## src/rtl/ball_motion_sched.sv

```systemverilog
// ball_motion_sched: per-frame position/bounce sequencer for the bouncing-ball sprite.
// A frame_tick in IDLE starts a three-cycle update: CALC_X, CALC_Y, then COMMIT.
// Positions change only at COMMIT, so the renderer sees them stable through active video.
// Commands (SPEED / RECENTER / PAUSE / STEP) are accepted only while IDLE.
// Optional feature: define MOTION_BOUNCE_CNT_EN to build the saturating wall-hit counter;
// when it is undefined, bounce_cnt is tied to zero.
module ball_motion_sched #(
    parameter int H_MAX  = 640,
    parameter int V_MAX  = 480,
    parameter int BALL_R = 20,
    parameter int X0     = 320,
    parameter int Y0     = 240,
    parameter int SPD_W  = 4
) (
    input  logic       clk,
    input  logic       rst_n,
    input  logic       frame_tick,
    input  logic       cmd_valid,
    output logic       cmd_ready,
    input  logic [1:0] cmd_op,
    input  logic [7:0] cmd_data,
    output logic [9:0] ball_x,
    output logic [9:0] ball_y,
    output logic       dir_x,
    output logic       dir_y,
    output logic       paused,
    output logic       update_done,
    output logic       overrun,
    output logic [7:0] bounce_cnt
);

    typedef enum logic [1:0] {IDLE, CALC_X, CALC_Y, COMMIT} state_t;
    typedef enum logic [1:0] {OP_SPEED = 2'b00, OP_RECENTER = 2'b01,
                              OP_PAUSE = 2'b10, OP_STEP = 2'b11} op_t;

    localparam logic signed [10:0] LO       = 11'(BALL_R);
    localparam logic signed [10:0] X_HI     = 11'(H_MAX - 1 - BALL_R);
    localparam logic signed [10:0] Y_HI     = 11'(V_MAX - 1 - BALL_R);
    localparam logic [9:0]         X_INIT   = 10'(X0);
    localparam logic [9:0]         Y_INIT   = 10'(Y0);
    localparam logic [SPD_W-1:0]   SPD_INIT = SPD_W'(2);

    state_t             state_q, state_d;
    logic [9:0]         ball_x_q, ball_x_d;
    logic [9:0]         ball_y_q, ball_y_d;
    logic               dir_x_q, dir_x_d;
    logic               dir_y_q, dir_y_d;
    logic [SPD_W-1:0]   sx_q, sx_d;
    logic [SPD_W-1:0]   sy_q, sy_d;
    logic               paused_q, paused_d;
    logic               step_pend_q, step_pend_d;
    logic               update_done_q, update_done_d;
    logic               overrun_q, overrun_d;
    logic signed [10:0] nx_q, nx_d;
    logic signed [10:0] ny_q, ny_d;

    logic               cmd_acc;
    logic signed [10:0] sx_ext, sy_ext, bx_ext, by_ext;
    logic               x_hit_lo, x_hit_hi, y_hit_lo, y_hit_hi;

    assign cmd_ready = (state_q == IDLE);
    assign cmd_acc   = cmd_valid && cmd_ready;

    // 11-bit signed arithmetic keeps a left/top underflow negative instead of wrapping.
    assign sx_ext = {{(11 - SPD_W){1'b0}}, sx_q};
    assign sy_ext = {{(11 - SPD_W){1'b0}}, sy_q};
    assign bx_ext = {1'b0, ball_x_q};
    assign by_ext = {1'b0, ball_y_q};

    // A wall only clamps when the ball is heading toward it.
    assign x_hit_lo = (nx_q <= LO)   && !dir_x_q;
    assign x_hit_hi = (nx_q >= X_HI) &&  dir_x_q;
    assign y_hit_lo = (ny_q <= LO)   && !dir_y_q;
    assign y_hit_hi = (ny_q >= Y_HI) &&  dir_y_q;

    // Next-state, command handling and position datapath.
    always_comb begin
        state_d       = state_q;
        ball_x_d      = ball_x_q;
        ball_y_d      = ball_y_q;
        dir_x_d       = dir_x_q;
        dir_y_d       = dir_y_q;
        sx_d          = sx_q;
        sy_d          = sy_q;
        paused_d      = paused_q;
        step_pend_d   = step_pend_q;
        nx_d          = nx_q;
        ny_d          = ny_q;
        overrun_d     = overrun_q || (frame_tick && (state_q != IDLE));
        update_done_d = (state_q == COMMIT);

        unique case (state_q)
            IDLE: begin
                if (cmd_acc) begin
                    unique case (op_t'(cmd_op))
                        OP_SPEED: begin
                            sx_d = cmd_data[SPD_W-1:0];
                            sy_d = cmd_data[4 +: SPD_W];
                        end
                        OP_RECENTER: begin
                            ball_x_d = X_INIT;
                            ball_y_d = Y_INIT;
                            dir_x_d  = 1'b1;
                            dir_y_d  = 1'b1;
                        end
                        OP_PAUSE: begin
                            paused_d = cmd_data[0];
                            if (!cmd_data[0]) step_pend_d = 1'b0;
                        end
                        OP_STEP: begin
                            if (paused_q) step_pend_d = 1'b1;
                        end
                    endcase
                end
                // The same-edge command is applied first, so its pause/step result gates the tick.
                if (frame_tick && (!paused_d || step_pend_d)) state_d = CALC_X;
            end
            CALC_X: begin
                nx_d    = dir_x_q ? (bx_ext + sx_ext) : (bx_ext - sx_ext);
                state_d = CALC_Y;
            end
            CALC_Y: begin
                ny_d    = dir_y_q ? (by_ext + sy_ext) : (by_ext - sy_ext);
                state_d = COMMIT;
            end
            COMMIT: begin
                if (x_hit_lo) begin
                    ball_x_d = LO[9:0];
                    dir_x_d  = 1'b1;
                end else if (x_hit_hi) begin
                    ball_x_d = X_HI[9:0];
                    dir_x_d  = 1'b0;
                end else begin
                    ball_x_d = nx_q[9:0];
                end
                if (y_hit_lo) begin
                    ball_y_d = LO[9:0];
                    dir_y_d  = 1'b1;
                end else if (y_hit_hi) begin
                    ball_y_d = Y_HI[9:0];
                    dir_y_d  = 1'b0;
                end else begin
                    ball_y_d = ny_q[9:0];
                end
                step_pend_d = 1'b0;
                state_d     = IDLE;
            end
        endcase
    end

    // State and committed-output registers; reset also discards any partial nx/ny.
    always_ff @(posedge clk) begin
        if (!rst_n) begin
            state_q       <= IDLE;
            ball_x_q      <= X_INIT;
            ball_y_q      <= Y_INIT;
            dir_x_q       <= 1'b1;
            dir_y_q       <= 1'b1;
            sx_q          <= SPD_INIT;
            sy_q          <= SPD_INIT;
            paused_q      <= 1'b0;
            step_pend_q   <= 1'b0;
            update_done_q <= 1'b0;
            overrun_q     <= 1'b0;
            nx_q          <= '0;
            ny_q          <= '0;
        end else begin
            state_q       <= state_d;
            ball_x_q      <= ball_x_d;
            ball_y_q      <= ball_y_d;
            dir_x_q       <= dir_x_d;
            dir_y_q       <= dir_y_d;
            sx_q          <= sx_d;
            sy_q          <= sy_d;
            paused_q      <= paused_d;
            step_pend_q   <= step_pend_d;
            update_done_q <= update_done_d;
            overrun_q     <= overrun_d;
            nx_q          <= nx_d;
            ny_q          <= ny_d;
        end
    end

`ifdef MOTION_BOUNCE_CNT_EN
    logic [7:0] bounce_q, bounce_d;
    logic       hit_x, hit_y;
    logic [8:0] bounce_sum;

    // Count wall hits at commit on moving axes only; a corner adds two; saturate at 255.
    always_comb begin
        hit_x      = (state_q == COMMIT) && (x_hit_lo || x_hit_hi) && (sx_q != '0);
        hit_y      = (state_q == COMMIT) && (y_hit_lo || y_hit_hi) && (sy_q != '0);
        bounce_sum = {1'b0, bounce_q} + 9'(hit_x) + 9'(hit_y);
        bounce_d   = bounce_sum[8] ? '1 : bounce_sum[7:0];
    end

    // Bounce counter register; RECENTER leaves it alone, only reset clears it.
    always_ff @(posedge clk) begin
        if (!rst_n) bounce_q <= '0;
        else        bounce_q <= bounce_d;
    end

    assign bounce_cnt = bounce_q;
`else
    assign bounce_cnt = '0;
`endif

    assign ball_x      = ball_x_q;
    assign ball_y      = ball_y_q;
    assign dir_x       = dir_x_q;
    assign dir_y       = dir_y_q;
    assign paused      = paused_q;
    assign update_done = update_done_q;
    assign overrun     = overrun_q;

endmodule

```

## config.mk

```make
export PLATFORM = sky130hd
export DESIGN_NAME = ball_motion_sched
export DESIGN_NICKNAME = d
export VERILOG_FILES = /design/src/rtl/ball_motion_sched.sv
export SDC_FILE = /design/constraint.sdc
export NUM_CORES = 1
export LEC_CHECK = 0
export ABC_AREA = 1
export CAP_MARGIN = 20
export CORE_MARGIN = 2
export CORE_UTILIZATION = 30
export DETAILED_ROUTE_END_ITERATION = 16
export HOLD_SLACK_MARGIN = 0.15
export PLACE_DENSITY_LB_ADDON = 0.08
export SYNTH_ARGS = -nofsm -noshare
export SYNTH_HDL_FRONTEND = slang
export SYNTH_SLANG_ARGS = --single-unit
```

## constraint.sdc

```tcl
create_clock -name clk -period 2.3 [get_ports clk]
set_clock_uncertainty 0.2 [all_clocks]
set_input_delay 0.46 -clock clk [delete_from_list [all_inputs] [get_ports clk]]
set_output_delay 0.46 -clock clk [all_outputs]
set_load 0.05 [all_outputs]
```

==> impl_table.tex <==
\begin{tabular}{lr}
\hline
Metric & Value \\
\hline
\multicolumn{2}{l}{\textbf{Worst setup path}} \\
Maximum single-stage delay on the critical path & 0.84 ns \\
Maximum fanout encountered on the critical timing path & 3 \\
Startpoint class of the critical path & flip-flop \\
Required time reported for the critical path endpoint & 1.64 ns \\
Cell breakdown of the critical path & clkdlybuf4s50\_1 \\
Crit path DAT & 1.60 ns \\
Endpoint kind of the worst setup timing path & output port \\
Startpoint-to-endpoint class of the critical path & reg2out \\
Bufs and invs on worst path & 1 \\
Category of cells accounting for the largest share of critical-path delay & buffers and inverters \\
Highest-delay cell along the critical path & clkdlybuf4s50\_1 \\
\multicolumn{2}{l}{\textbf{Synthesis}} \\
EDFF count, synth & 0 \\
Fraction of the yosys area taken by sequential cells & 0.2992 \\
Synthesis Warnings & 0 \\
Post-synthesis average cell area & 6.545 µm² \\
Main combinational cell family by area after synthesis & simple AND/OR/NAND/NOR gates \\
Simple-gate portion of the synthesized area & 0.2718 \\
Biggest area consumer among synthesized cells & dfxtp\_1 \\
Yosys top cell area share & 0.2992 \\
Parity-gate share of the synthesized area counting xor and xnor cells & 0.01805 \\
Synthesized instance count & 593 \\
Unique masters post-synth & 34 \\
FFs w/ async S/R, synth & 0 \\
Commonest cells post-synth & nand2\_1 (148), inv\_1 (95), a21oi\_1 (65) \\
Share of cell area taken by muxes after synthesis & 0 \\
Complex-gate fraction of the synthesized area & 0.1754 \\
Primary FF master, synth & dfxtp\_1 \\
Adder-cell share of the synthesized area & 0.1006 \\
Most frequently used cell type in the post-synthesis netlist & nand2\_1 \\
Main area contributors after synthesis & dfxtp\_1 (30\%), nand2\_1 (14\%), inv\_1 (9.2\%), ha\_1 (9.0\%), a21oi\_1 (8.4\%) \\
Cell area after synthesis & 3881 µm² \\
Register bit total from synthesis & 58 \\
\multicolumn{2}{l}{\textbf{Final layout}} \\
Fill cell total of the finished layout & 1353 \\
Post-layout nets & 715 \\
Synthesis-to-finish area growth & 40.52\% \\
Final non-filler cell total & 845 \\
Fraction of final layout cells sized beyond drive strength 1 & 0.2392 \\
Diodes inserted & 0 \\
\multicolumn{2}{l}{\textbf{Drt}} \\
Total Wirelength & 11490 µm \\
Vias per Instance & 4.588 \\
Count of TritonRoute iterations in the first routing pass & 4 \\
Violation count after the first detailed-route iteration & 205 \\
Detail-routed net length per standard cell & 13.59 µm \\
Number of DRC violations after detailed routing & 0 \\
Via count & 3877 \\
Antenna violation net count after detailed routing & 0 \\
\multicolumn{2}{l}{\textbf{Clock tree}} \\
Clock tree root buffer cell & clkbuf\_16 \\
Number of clock sinks seen by CTS & 58 \\
Clock Pin Slew Worst Setup and Hold Paths & 0.05 ns \\
Number of buffers added by the clock tree synthesis step & 9 \\
Later-pin clock latency in the skew report & 0.33 ns \\
Hold bufs inserted after CTS & 0 \\
TritonCTS clock tree & done \\
Max H-tree Level & 3 \\
Max Buffers Root-to-Sink & 2 \\
\multicolumn{2}{l}{\textbf{Power}} \\
Total power density per cell area & 1056 nW/µm² \\
Maximum resistive drop on vdd & 0.7473 mV \\
Leakage & 2.553 nW \\
\multicolumn{2}{l}{\textbf{STA}} \\
Shortest period the worst path allows & 2.265 ns \\
Max-slew violation total from the final report & 0 \\
RSZ-0062 raised after global routing & true \\
Highest Clock Rate & 0.4415 GHz \\
Number of endpoints with negative hold slack in the final report & 0 \\
Sum of negative setup slack & 0 ns \\
Setup-failing EPs final & 0 \\
Hold WS & 0.2701 ns \\
Slew of the pin with the lowest slew margin & 0.5090 ns \\
Remaining max-slew budget at the tightest pin & 0.6596 \\
Final period utilization & 0.9848 \\
Worst path setup slack after routing & 0.03507 ns \\
\multicolumn{2}{l}{\textbf{Min path}} \\
Worst min-delay path class & reg2reg \\
\multicolumn{2}{l}{\textbf{Die}} \\
DIE WIDTH & 117.7 µm \\
Die Height & 117.7 µm \\
Overall die area & 13860 µm² \\
Core ar. & 12620 µm² \\
FP Rows & 41 \\
Starting Density & 0.3076 \\
Total I/O pin count & 48 \\
\multicolumn{2}{l}{\textbf{Place}} \\
Setup WS pre-CTS & -0.1700 ns \\
Final weighted congestion of routability-driven global placement & 0.8469 \\
HPWL after detailed placement & 8702 µm \\
Cell Count Post-Placement & 829 \\
Number of port buffers & 39 \\
\multicolumn{2}{l}{\textbf{Outcome}} \\
Result of the run & completed \\
\multicolumn{2}{l}{\textbf{Job}} \\
Max-cap viol count & 0 \\
\multicolumn{2}{l}{\textbf{GRT}} \\
Largest net degree at the start of global routing & 32 \\
Global routing usage summed across all routing layers & 0.1687 \\
Global-route wire length before repair & 18520 µm \\
GRT Residual Overflow & 0 \\
Antenna violations before repair & 0 \\
Number of global-route vias before repair & 3687 \\
\hline
\end{tabular}
timing repair:
action,4_1_cts,5_1_grt
cloned,0,0
pin swaps,8,39
resized for setup,27,100
setup buffers,2,1
setup endpoints to repair,14,16
layer usage:
metal	part of all wire	GRT usage	vias to the layer above	wire, µm
met2	0.45	0.2558	72	5118
met3	0.049	0.04312	15	560
met1	0.49	0.2334	1743	5623
met5	0	0	-	0
met4	0.016	0.05497	0	182
li1	-	-	2047	-
final cells by class:
type	instances	area, µm²	share of cell area
sequential	58	1171	0.2147
clock buffer	13	260.3	0.04772
inverter	99	379.1	0.06951
timing repair buffer	83	762.0	0.1397
tap	172	215.2	0.03946
multi-input combinational	420	2666	0.4889
worst paths after layout:
| kind | start | endpoint | cells past startpoint | slack (ns) |
|---|---|---|---|---|
| min reg2reg | overrun$_SDFF_PN0_ | overrun$_SDFF_PN0_ | 2 | 0.27 |
| max reg2reg | sx_q[0]$_SDFFE_PN0P_ | nx_q[9]$_SDFFE_PN0N_ | 14 | 0.08 |
| min | overrun$_SDFF_PN0_ | overrun$_SDFF_PN0_ | 2 | 0.27 |
| max | ball_x[6]$_SDFFE_PN1P_ | ball_x[6] | 1 | 0.04 |
cell usage in the layout, fill, tap and decap left out, types with 2 or more instances in the layout:
cell type / Yosys / layout
nand2_1: 148 / 134
inv_1: 95 / 84
a21oi_1: 65 / 53
dfxtp_1: 58 / 52
buf_4: 8 / 42
nand3_1: 46 / 37
clkdlybuf4s50_1: 0 / 34
nor2_1: 34 / 27
o21ai_0: 41 / 23
ha_1: 28 / 15
o21ai_2: 7 / 14
nand2_2: 2 / 13
ha_4: 0 / 13
inv_2: 2 / 12
o21ai_1: 1 / 12
clkbuf_16: 0 / 9
a21oi_2: 1 / 8
nand3_2: 0 / 8
conb_1: 1 / 8
nor2_2: 2 / 7
nand4_1: 6 / 6
xor2_1: 6 / 6
a21oi_4: 0 / 5
or2_1: 5 / 5
dfxtp_2: 0 / 5
o211ai_1: 4 / 4
nor3_4: 1 / 3
nor2_4: 1 / 3
nand2_4: 0 / 3
buf_6: 3 / 3
buf_12: 0 / 3
nor3_1: 4 / 2
o21bai_1: 2 / 2
a21o_1: 2 / 2
clkbuf_1: 8 / 2
clkbuf_8: 0 / 2
power breakdown:
part	internal [mW]	switching (mW)
clock network	0.769	0.448
registers	1.26	0.178
logic	1.20	1.91
total	3.22	2.53
flip-flops by register name, indices dropped and copies added (netlist names):
name / flops
step_pend_q: 1
dir_y: 1
paused: 1
ball_y: 10
ny_q: 11
state_q: 2
sy_q: 4
sx_q: 4
overrun: 1
ball_x: 10
dir_x: 1
update_done: 1
nx_q: 11
logic make-up after synthesis:
logic type,count (synthesis)
buffers and inverters,122
and+or+nand+nor,249
other,1
DFF,58
xor gates and xnor gates,8
adders and majority gates,30
AOI/OAI and AO/OA,125
stage by stage:
| step | total power [mW] | instance area (µm²) | util |
|---|---|---|---|
| floorplan | 3.304 | 3910 | - |
| global placement | 4.133 | 4707 | 0.3730 |
| detailed placement | 4.130 | 4707 | 0.3730 |
| CTS | 5.458 | 5062 | 0.4012 |
| global route | 6.256 | 5454 | 0.4322 |
| finish | 5.758 | 5454 | 0.4322 |
(Power assumes the default switching activity.)
